File: config.mk
export PLATFORM = sky130hd
export DESIGN_NAME = bus_grant_arbiter
export DESIGN_NICKNAME = d
export VERILOG_FILES = /design/src/rtl/bus_arb_pkg.sv /design/src/rtl/bus_grant_arbiter_rr_pick.sv /design/src/rtl/bus_grant_arbiter.sv
export SDC_FILE = /design/constraint.sdc
export NUM_CORES = 1
export LEC_CHECK = 0
export ABC_AREA = 1
export CAP_MARGIN = 20
export CORE_MARGIN = 8
export CORE_UTILIZATION = 55
export CTS_BUF_LIST = sky130_fd_sc_hd__clkbuf_4 sky130_fd_sc_hd__clkbuf_8
export DETAILED_ROUTE_END_ITERATION = 12
export GPL_TIMING_DRIVEN = 0
export PLACE_DENSITY = 0.93
export SLEW_MARGIN = 5
export SYNTH_ARGS = -nofsm -noshare
export SYNTH_HDL_FRONTEND = slang
export SYNTH_HIERARCHICAL = 1
export SYNTH_SLANG_ARGS = --single-unit
File: constraint.sdc
create_clock -name clk -period 5.92 [get_ports clk]
set_input_delay 1.48 -clock clk [delete_from_list [all_inputs] [get_ports clk]]
set_output_delay 1.48 -clock clk [all_outputs]
set_load 0.02 [all_outputs]
File: src/rtl/bus_arb_pkg.sv
// Shared definitions for the bus grant arbiter: source count, index width,
// the arbiter state encoding and the default maximum hold time.
// The optional hold-time limit is enabled by defining BUS_ARB_TIMEOUT_EN.
package bus_arb_pkg;

  localparam int NUM_SRC_C    = 32;
  localparam int SEL_W        = 5;
  localparam int MAX_HOLD_DEF = 8;

  typedef enum logic {
    IDLE  = 1'b0,
    GRANT = 1'b1
  } arb_state_e;

  // One-hot vector with only bit 'sel' set.
  function automatic logic [NUM_SRC_C-1:0] onehot(input logic [SEL_W-1:0] sel);
    logic [NUM_SRC_C-1:0] v;
    v      = '0;
    v[sel] = 1'b1;
    return v;
  endfunction

endpackage

File: src/rtl/bus_grant_arbiter_rr_pick.sv
// Combinational round-robin selector. The request vector is rotated so that
// bit ptr lands at position 0, the lowest set bit is found with a fixed
// priority search, and ptr is added back (5-bit wrap) to recover the source.
module rr_pick
  import bus_arb_pkg::*;
(
  input  logic [NUM_SRC_C-1:0] req,
  input  logic [SEL_W-1:0]     ptr,
  output logic [SEL_W-1:0]     sel,
  output logic                 any
);

  logic [2*NUM_SRC_C-1:0] req_dbl;
  logic [NUM_SRC_C-1:0]   rot;
  logic [SEL_W-1:0]       first_idx;

  // Rotate right by ptr so the search starts at source ptr.
  always_comb begin
    req_dbl = {req, req} >> ptr;
    rot     = req_dbl[NUM_SRC_C-1:0];
  end

  // Fixed-priority find-first: lowest set bit of the rotated vector wins.
  always_comb begin
    first_idx = '0;
    for (int i = NUM_SRC_C - 1; i >= 0; i--) begin
      if (rot[i]) first_idx = SEL_W'(i);
    end
  end

  assign sel = first_idx + ptr;
  assign any = |req;

endmodule

File: src/rtl/bus_grant_arbiter.sv
// Round-robin bus grant arbiter with a registered one-hot grant and one dead
// cycle between owners. Handshake: a source owns the bus from the cycle its
// grant bit is visible until it drops req or pulses done; the grant then goes
// to zero for at least one cycle before any new owner is chosen.
// Optional hold-time limit compiled in with `define BUS_ARB_TIMEOUT_EN.
module bus_grant_arbiter
  import bus_arb_pkg::*;
#(
  parameter int NUM_SRC  = NUM_SRC_C,
  parameter int MAX_HOLD = MAX_HOLD_DEF
) (
  input  logic                 clk,
  input  logic                 clr_n,
  input  logic [NUM_SRC_C-1:0] req,
  input  logic                 done,
  output logic [NUM_SRC_C-1:0] grant,
  output logic                 grant_valid,
  output logic [SEL_W-1:0]     owner,
  output logic                 timeout,
  output arb_state_e           dbg_state
);

  arb_state_e           state_q, state_d;
  logic [SEL_W-1:0]     ptr_q, ptr_d;
  logic [NUM_SRC_C-1:0] grant_q, grant_d;
  logic [SEL_W-1:0]     owner_q, owner_d;
  logic                 grant_valid_q, grant_valid_d;
  logic                 timeout_q, timeout_d;
  logic                 release_c;
  logic [SEL_W-1:0]     pick_sel;
  logic                 pick_any;

  // Parameters that only matter for bookkeeping in some builds.
  logic unused_params;
  assign unused_params = ^{NUM_SRC[7:0], MAX_HOLD[7:0]};

`ifdef BUS_ARB_TIMEOUT_EN
  localparam logic [7:0] HOLD_LIM = MAX_HOLD[7:0];
  logic [7:0] hold_q, hold_d;
`endif

  rr_pick u_rr_pick (
    .req (req),
    .ptr (ptr_q),
    .sel (pick_sel),
    .any (pick_any)
  );

  // Next-state logic: arbitrate in IDLE, hold or release in GRANT.
  always_comb begin
    state_d       = state_q;
    ptr_d         = ptr_q;
    grant_d       = grant_q;
    owner_d       = owner_q;
    grant_valid_d = grant_valid_q;
    timeout_d     = 1'b0;
    release_c     = done || !req[owner_q];
`ifdef BUS_ARB_TIMEOUT_EN
    hold_d        = hold_q;
`endif
    case (state_q)
      IDLE: begin
        if (pick_any) begin
          state_d       = GRANT;
          grant_d       = onehot(pick_sel);
          owner_d       = pick_sel;
          grant_valid_d = 1'b1;
`ifdef BUS_ARB_TIMEOUT_EN
          hold_d        = '0;
`endif
        end
      end
      GRANT: begin
        if (release_c) begin
          state_d       = IDLE;
          grant_d       = '0;
          grant_valid_d = 1'b0;
          ptr_d         = owner_q + SEL_W'(1);
        end
`ifdef BUS_ARB_TIMEOUT_EN
        else if (hold_q + 8'd1 == HOLD_LIM) begin
          // Forced revoke: same as a release, flagged for one cycle.
          state_d       = IDLE;
          grant_d       = '0;
          grant_valid_d = 1'b0;
          ptr_d         = owner_q + SEL_W'(1);
          timeout_d     = 1'b1;
        end else begin
          hold_d        = hold_q + 8'd1;
        end
`endif
      end
      default: state_d = IDLE;
    endcase
  end

  // State, pointer and output registers; reset clears everything at once.
  always_ff @(posedge clk or negedge clr_n) begin
    if (!clr_n) begin
      state_q       <= IDLE;
      ptr_q         <= '0;
      grant_q       <= '0;
      owner_q       <= '0;
      grant_valid_q <= 1'b0;
      timeout_q     <= 1'b0;
`ifdef BUS_ARB_TIMEOUT_EN
      hold_q        <= '0;
`endif
    end else begin
      state_q       <= state_d;
      ptr_q         <= ptr_d;
      grant_q       <= grant_d;
      owner_q       <= owner_d;
      grant_valid_q <= grant_valid_d;
      timeout_q     <= timeout_d;
`ifdef BUS_ARB_TIMEOUT_EN
      hold_q        <= hold_d;
`endif
    end
  end

  assign grant       = grant_q;
  assign grant_valid = grant_valid_q;
  assign owner       = owner_q;
  assign timeout     = timeout_q;
  assign dbg_state   = state_q;

endmodule
* After elaboration in Yosys (flattened, before gate mapping) *
Cells that the tools add are included.
W data, S select, Z words.

storage, ports and cells
  bits in registers = 44
  output and inout bits = 40
  logic and storage cells = 66
  bits of input ports = 35

cells by class
  add/subtract/negate cells = 2
  equal/unequal tests = 2
  reduce and logical (&&, ||, !) cells = 7
  muxes and demuxes = 45
  $lt $le $gt $ge = 3
  shifts and indexed selects = 1
  bitwise operators = 1

operators with widths
  cell                   count
  $mux W5                32
  $mux W32               2
  $pmux W32 S2           1
  $shr A64 B5 Y32        1
  $reduce_or A32 Y1      1
  $lt A5 B6 Y1 const B   2
  $mux W1                6
  $reduce_and A2 Y1      3
  $add A5 B1 Y5 const B  1
  $add A5 B5 Y5          1
  $bmux W1 S5            1
  $demux W1 S5           1
  $ge A5 B1 Y1 const B   1
  $pmux W1 S2            2
  $ne A2 B1 Y1 const B   1
  $ne A2 B2 Y1 const B   1
  $logic_and A1 B1 Y1    1
  $logic_not A1 Y1       1
  $logic_or A1 B1 Y1     1
  $not A1 Y1             1

* Logic depth before layout (Yosys ltp) *
  word-level depth = 40
  mapped depth = 53
  gate-level depth less buffers = 51

* Cells and area by module *
The synthesis kept the hierarchy.

by module, submodules not included
  module             cells each  seq. area each (um^2)  instances  area an instance (um^2)
  rr_pick            531         0.0                    1          2,502.4
  bus_grant_arbiter  297         1,101.1                1          2,362.3

* Worst setup path before layout *
Ideal clock, no wire load.

  kind = in2reg
  start = input req[3]
  end = register grant_q[25], in the netlist grant[25]
  buffers on the path = 0
  library setup time = 66 ps
  stages on the path = 49
  arrival time = 5,263 ps
  required time = 5,854 ps
  setup slack = 591 ps
  path through = nand2_1 > nand3_1 > nand2_1 > nand2_1 > nand2_1 > nand2_1 > nand2_1 > inv_1 > o21ai_2 > nand2_1 > nand2_1 > nand2_1 > nand2_1 > nand2_1 > nand2_1 > nand2_1 > nand2_1 > nand2_1 > [13 not listed] > nand2_1 > nand2_1 > nand2_1 > nand2_1 > nand2_1 > a21oi_2 > ha_1 > inv_1 > fa_1 > o21ai_0 > xor2_1 > xor2_1 > inv_1 > inv_1 > nor3_1 > nor3b_1 > nand2_1 > nand2_1

between the ends
  longest elaborated chain between the ends = 40
  elaborated cells on any way between the ends = 49
  those cells by class = add/sub (1); order compare (2); eq/ne (2); shift (1); mux (38); reduce/logical (5)

ends and longest elaborated chain
  element                                                             line                             RTL
  start, declared                                                     bus_grant_arbiter.sv:14          input logic [NUM_SRC_C-1:0] req,
  $shr A64 B5 Y32 (*)                                                 bus_grant_arbiter_rr_pick.sv:19  req_dbl = {req, req} >> ptr;
  $mux W5 (31 in series)                                              bus_grant_arbiter_rr_pick.sv:27  if (rot[i]) first_idx = SEL_W'(i);
  $mux W5 (*)                                                         bus_grant_arbiter_rr_pick.sv:27
  $add A5 B5 Y5 (*)                                                   bus_grant_arbiter_rr_pick.sv:31  assign sel = first_idx + ptr;
  net pick_sel[4]                                                     bus_grant_arbiter.sv:30          logic [SEL_W-1:0] pick_sel;
  $lt A5 B6 Y1 (not written as such) or $ge A5 B1 Y1 (tied branches)  bus_arb_pkg.sv:19                v[sel] = 1'b1;
  $logic_and A1 B1 Y1 (not written as such)                           bus_arb_pkg.sv:19
  $mux W1 (not written as such)                                       bus_arb_pkg.sv:19
  $demux W1 S5 (*)                                                    bus_arb_pkg.sv:19
  $mux W32 (*)                                                        bus_grant_arbiter.sv:63          if (pick_any) begin
  $pmux W32 S2 (*)                                                    bus_grant_arbiter.sv:61          case (state_q)
  end signal, assigned                                                bus_grant_arbiter.sv:112         grant_q <= grant_d;
  end, declared                                                       bus_grant_arbiter.sv:25          logic [NUM_SRC_C-1:0] grant_q, grant_d;

The timed path passes the listed nets; every way through them passes the cells marked *. The select of a mux whose other input is x is not followed.
A chain may end at the register's enable or synchronous reset.

* Worst setup path after layout *
  start = input req[17]
  end = register grant_q[25], in the netlist grant[25]

Same word-level chain as after synthesis.

==> out/results.ini <==
[route]
wl_met2_um = 9162
drt-met1-wl_um = 7711
wl_um = 21140
wire_per_inst_um = 20.60
route.vias.total = 6793
post-route-drc-count = 0
vias_per_cell = 6.621
wl_met3_um = 2714
top_layer_used = met4
firstDrtPassIters = 9
ant_nets = 0
first_iter_violations = 1173

[setup_path]
cp-start-kind = input port
crit_fanout = 5
critical_path.endpoint_type = flip-flop
cpMaxStageDelayCell = fa_2
cpPeakStageDelay_ps = 370
cpMostUsedCell = nand2_1
rr_worst_depth = 48
worst_ep_arrival_time_ps = 6090
path_class = in2reg
crit_required_ps = 6170

[synth]
async_reset_ff_frac = 1.000
avgSynthCellArea_um2 = 5.875
synth_flop_cell = dfrtp_1
synth-compound-area-share = 0.08333
synth_area_leaders = nand2_1 25%, dfrtp_1 23%, nand3_1 20%
synth_cells = 828
ys_types = 40
yosys_warnings = 6
synth_edf_count = 0
synth_top_family_by_area = simple AND/OR/NAND/NOR gates
yosys.area.top_type = nand2_1
synth_top_area_frac = 0.2531
netlist_area_um2 = 4865
yosys.area_share.adder = 0.01698
synth.area.mux_share = 0.006173
synth_nets = 869
ys_ff_latch = 44
synth-simple-area-share = 0.5432
ys_seq_area_frac = 0.2263
synth-xor-area-share = 0.01260

[timing]
whs_ps = 485.8
drv_slew = 0
hold_violations = 0
finalCritPeriodShare = 0.9859
worst_slew_pin_slew_ps = 609.1
fin_worst_skew_ps = 5.890
setup_viol = 0
rsz0062_at_grt = yes
fin_crit_ps = 5837
slew_headroom = 0.5939
fmaxAchievable_mhz = 171.3

[place]
placed_area_um2 = 5746
dp_hpwl_um = 13290
io_buffers = 73
gp_congestion = 1.015

[clock_tree]
clk_latency_ps = 310
cts-root-buf = clkbuf_8
cts_hold_buf = 0
clk_path_buf_depth = 2
htree_levels = 2
cts_made_buffers = 5
cts_tree = yes
cts_sinks = 44
clk_pin_slew_worst_paths_ps = 90

[layout]
n_antenna_cell = 0
final_cell_mix = 269 x nand2_1, 103 x nand3_1, 89 x nand3_2
mostFrequentLayoutCell = nand2_1
fin_area_um2 = 6823
fillerInstances = 538
final_nets = 958
area_growth_pct = 40.25
drive_gt1_frac = 0.3235

[die]
ios = 75
num_rows = 34
initial_core_util = 0.5633
die-height_um = 110.0
dieArea_um2 = 12110
coreArea_um2 = 8636
die_w_um = 110.0

[min_path]
min_path_cells = 2
hp-class = reg2reg

[global_route]
antenna_found_initial = 0
grt_pass1_vias = 5830
grt_max_degree = 40
grt_pass1_wl_um = 28450
grt_use_total = 0.2934
overflow = 0

[flow_run]
maxCapViolations = 0

[outcome]
status = complete, no violations

path summary, 6_finish.rpt:
kind                        startpoint     endpoint  slack [ps]
min in group asynchronous        clr_n    grant[30]         990
max                            req[17]    grant[25]          80
min reg2reg                grant_valid  grant_valid         490
max in group asynchronous        clr_n    grant[25]        4500
max reg2reg                   ptr_q[2]    grant[25]         370
min                        grant_valid  grant_valid         490
per-layer routing:
| layer | vias up | track usage |
|---|---|---|
| met5 | - | 0 |
| met1 | 3040 | 0.3867 |
| met2 | 623 | 0.4713 |
| met4 | 0 | 0.1090 |
| li1 | 2934 | - |
| met3 | 196 | 0.05000 |
flip-flops by register name, indices dropped and copies added (netlist names):
name         flops
ptr_q            5
dbg_state        1
grant_valid      1
owner            5
grant           32
stage by stage:
step / cells / utilization / worst slack [ps] / setup TNS [ps]
2_1_floorplan: 828 / - / 590.9 / 0
3_3_place_gp: 1009 / 0.6636 / -831.3 / -18540
3_5_place_dp: 1010 / 0.6653 / -863.5 / -20340
4_1_cts: 1019 / 0.6828 / 93.19 / 0
5_1_grt: 1026 / 0.7901 / -286.5 / -6780
6_report: 1026 / 0.7901 / 83.44 / 0
cell type report:
class                           instances  area (um2)  share of cell area
Clock inverter                          3       46.29            0.006785
Timing Repair Buffer                   82       802.0              0.1176
Multi-Input combinational cell        682        4124              0.6044
Inverter                               53       214.0             0.03136
Sequential cell                        44        1101              0.1614
Clock buffer                            5       68.82             0.01009
Tap cell                              108       135.1             0.01981
Buffer                                 49       331.6             0.04860
cells by family (layout without fill, tap and decap cells):
group,count (synthesis),after routing
compound gates,70,70
xor+xnor,7,7
fa+ha+maj,6,6
buf+inv,102,192
flops,44,44
mux,3,3
other cells,1,1
simple gates,595,595
cell usage after synthesis (2+ instances only):
library cell / n
nand2_2: 8
nand4_1: 2
o21ai_0: 37
clkbuf_1: 7
nor3_1: 10
nand2_1: 328
nand3_1: 192
xnor2_1: 2
o21ai_2: 6
buf_8: 2
buf_2: 20
a21oi_1: 4
buf_1: 4
nand3_2: 10
o21ai_1: 5
o31ai_1: 2
nor4_1: 13
nor2_1: 28
a31oi_1: 12
buf_4: 6
inv_4: 2
buf_6: 10
xor2_1: 5
inv_2: 5
inv_1: 44
ha_1: 5
dfrtp_1: 44
mux2i_1: 3
worst max-delay path: cells and delay by family:
kind,cells,cell delay [ps]
fa+ha+maj,2,610
xor+xnor,2,290
buf+inv,5,520
simple gates,37,2540
compound gates,4,610
what timing repair did:
item	in CTS	in global routing
setup endpoints to repair	32	33
gates resized for setup	52	367
buffers inserted	1	7
pin swaps	1	62
Power is not shown: default switching activity piles up to over one toggle a cycle in this logic, so the estimate is an artifact.
==> RTL change 1 (same flow settings) <==
`NUM_SRC_C`: 32 -> 64.
--- a/src/rtl/bus_arb_pkg.sv
+++ b/src/rtl/bus_arb_pkg.sv
@@ -4,5 +4,5 @@
 package bus_arb_pkg;
 
-  localparam int NUM_SRC_C    = 32;
+  localparam int NUM_SRC_C    = 64;
   localparam int SEL_W        = 5;
   localparam int MAX_HOLD_DEF = 8;
Interface: changed (resized grant and req); port bits go from 75 to 139. The function was not compared with the original's and may differ.
==> RTL change 1 against the unedited design <==
The flow now stops in global routing. Synthesized area up 48%.
==> RTL change 1: results (changes against the unedited design) <==
----------------------------------------------------
[Outcome]
  Outcome ... aborted with a tool error
  Last flow stage reached ... global routing
  Run Error ... [ERROR GRT-0232] Routing congestion too high. Check the congestion heatmap in the GUI.

[Synth]
  Number of enable flip-flop cells after synthesis ... 0 (unchanged)
  Synth Flop Type ... sky130_fd_sc_hd__dfrtp_1
  Distinct cell type count of the synthesized netlist ... 41 (+2.5%)
  Number of synthesized register bits ... 44 (unchanged)
  Top post-synthesis cells by count ... 476 x sky130_fd_sc_hd__nand2_1, 226 x sky130_fd_sc_hd__nand3_1, 115 x sky130_fd_sc_hd__o21ai_0, 86 x sky130_fd_sc_hd__inv_1, 53 x sky130_fd_sc_hd__nor2_1
  Warning count from the yosys run ... 6 (unchanged)
  Synth async-reset ratio ... 1.00 (unchanged)
  Portion of the post-synthesis area used by sequential elements ... 0.153 (-0.0736)
  Largest cells by area after synthesis ... sky130_fd_sc_hd__nand2_1 25%, sky130_fd_sc_hd__nand3_1 16%, sky130_fd_sc_hd__dfrtp_1 15%, sky130_fd_sc_hd__o21ai_0 8.0%, sky130_fd_sc_hd__mux2i_1 6.5%

[Floorplan]
  Row count ... 42 (+24%)

[STA]
  Worst-slack endpoint at the end of global-route timing repair ... grant[26]$_DFFE_PN0P_/D
  Worst endpoint kind after the last repair ... sequential cell input

[Place]
  Hpwl dp ... 24100 um (+81%)
  Port bufs ... 105 (+44%)
  Post-placement cell area ... 8670 sq um (+51%)
  Final weighted congestion in routability-driven placement ... 1.05 (+3.7%)

[Clock tree]
  Level count of the clock H-tree ... 2 (unchanged)
  Cell chosen for the clock root ... sky130_fd_sc_hd__clkbuf_8
  Number of buffers inserted during clock tree synthesis ... 5 (unchanged)
  Maximum root-to-sink buffer count ... 2 (unchanged)

[Global route]
  Gr usage total ... 0.659
  Total grt overflow ... 2
  Maximum number of pins on one net before global-route repair ... 39

----------------------------------------------------
[RTL change 1: logic make-up after synthesis]
family | share of synthesized area
and+or+nand+nor | 0.479
muxes | 0.0653
other | 0.000520
DFF | 0.153
AOI/OAI and AO/OA | 0.137
xor gates and xnor gates | 0.00851
adders and majority gates | 0.0115
buffers and inverters | 0.145
[RTL change 1: metal layers]
| metal | overflow | global-route usage |
|---|---|---|
| met5 | 0 | 0.194 |
| met3 | 0 | 0.532 |
| met4 | 1 | 0.618 |
| met1 | 0 | 0.652 |
| met2 | 1 | 0.828 |
[RTL change 1: per-stage QoR]
stage	instances	setup slack (ps)	hold slack [ps]
4_1_cts	1726	-1250	501
3_5_place_dp	1614	-2220	473
3_3_place_gp	1613	-2170	453
2_1_floorplan	1332	-544	481
[RTL change 1: timing repair]
item | in CTS
cloned | 1
pin swaps | 114
endpoints found under the setup margin | 37
resized for setup | 400
setup buffers | 103
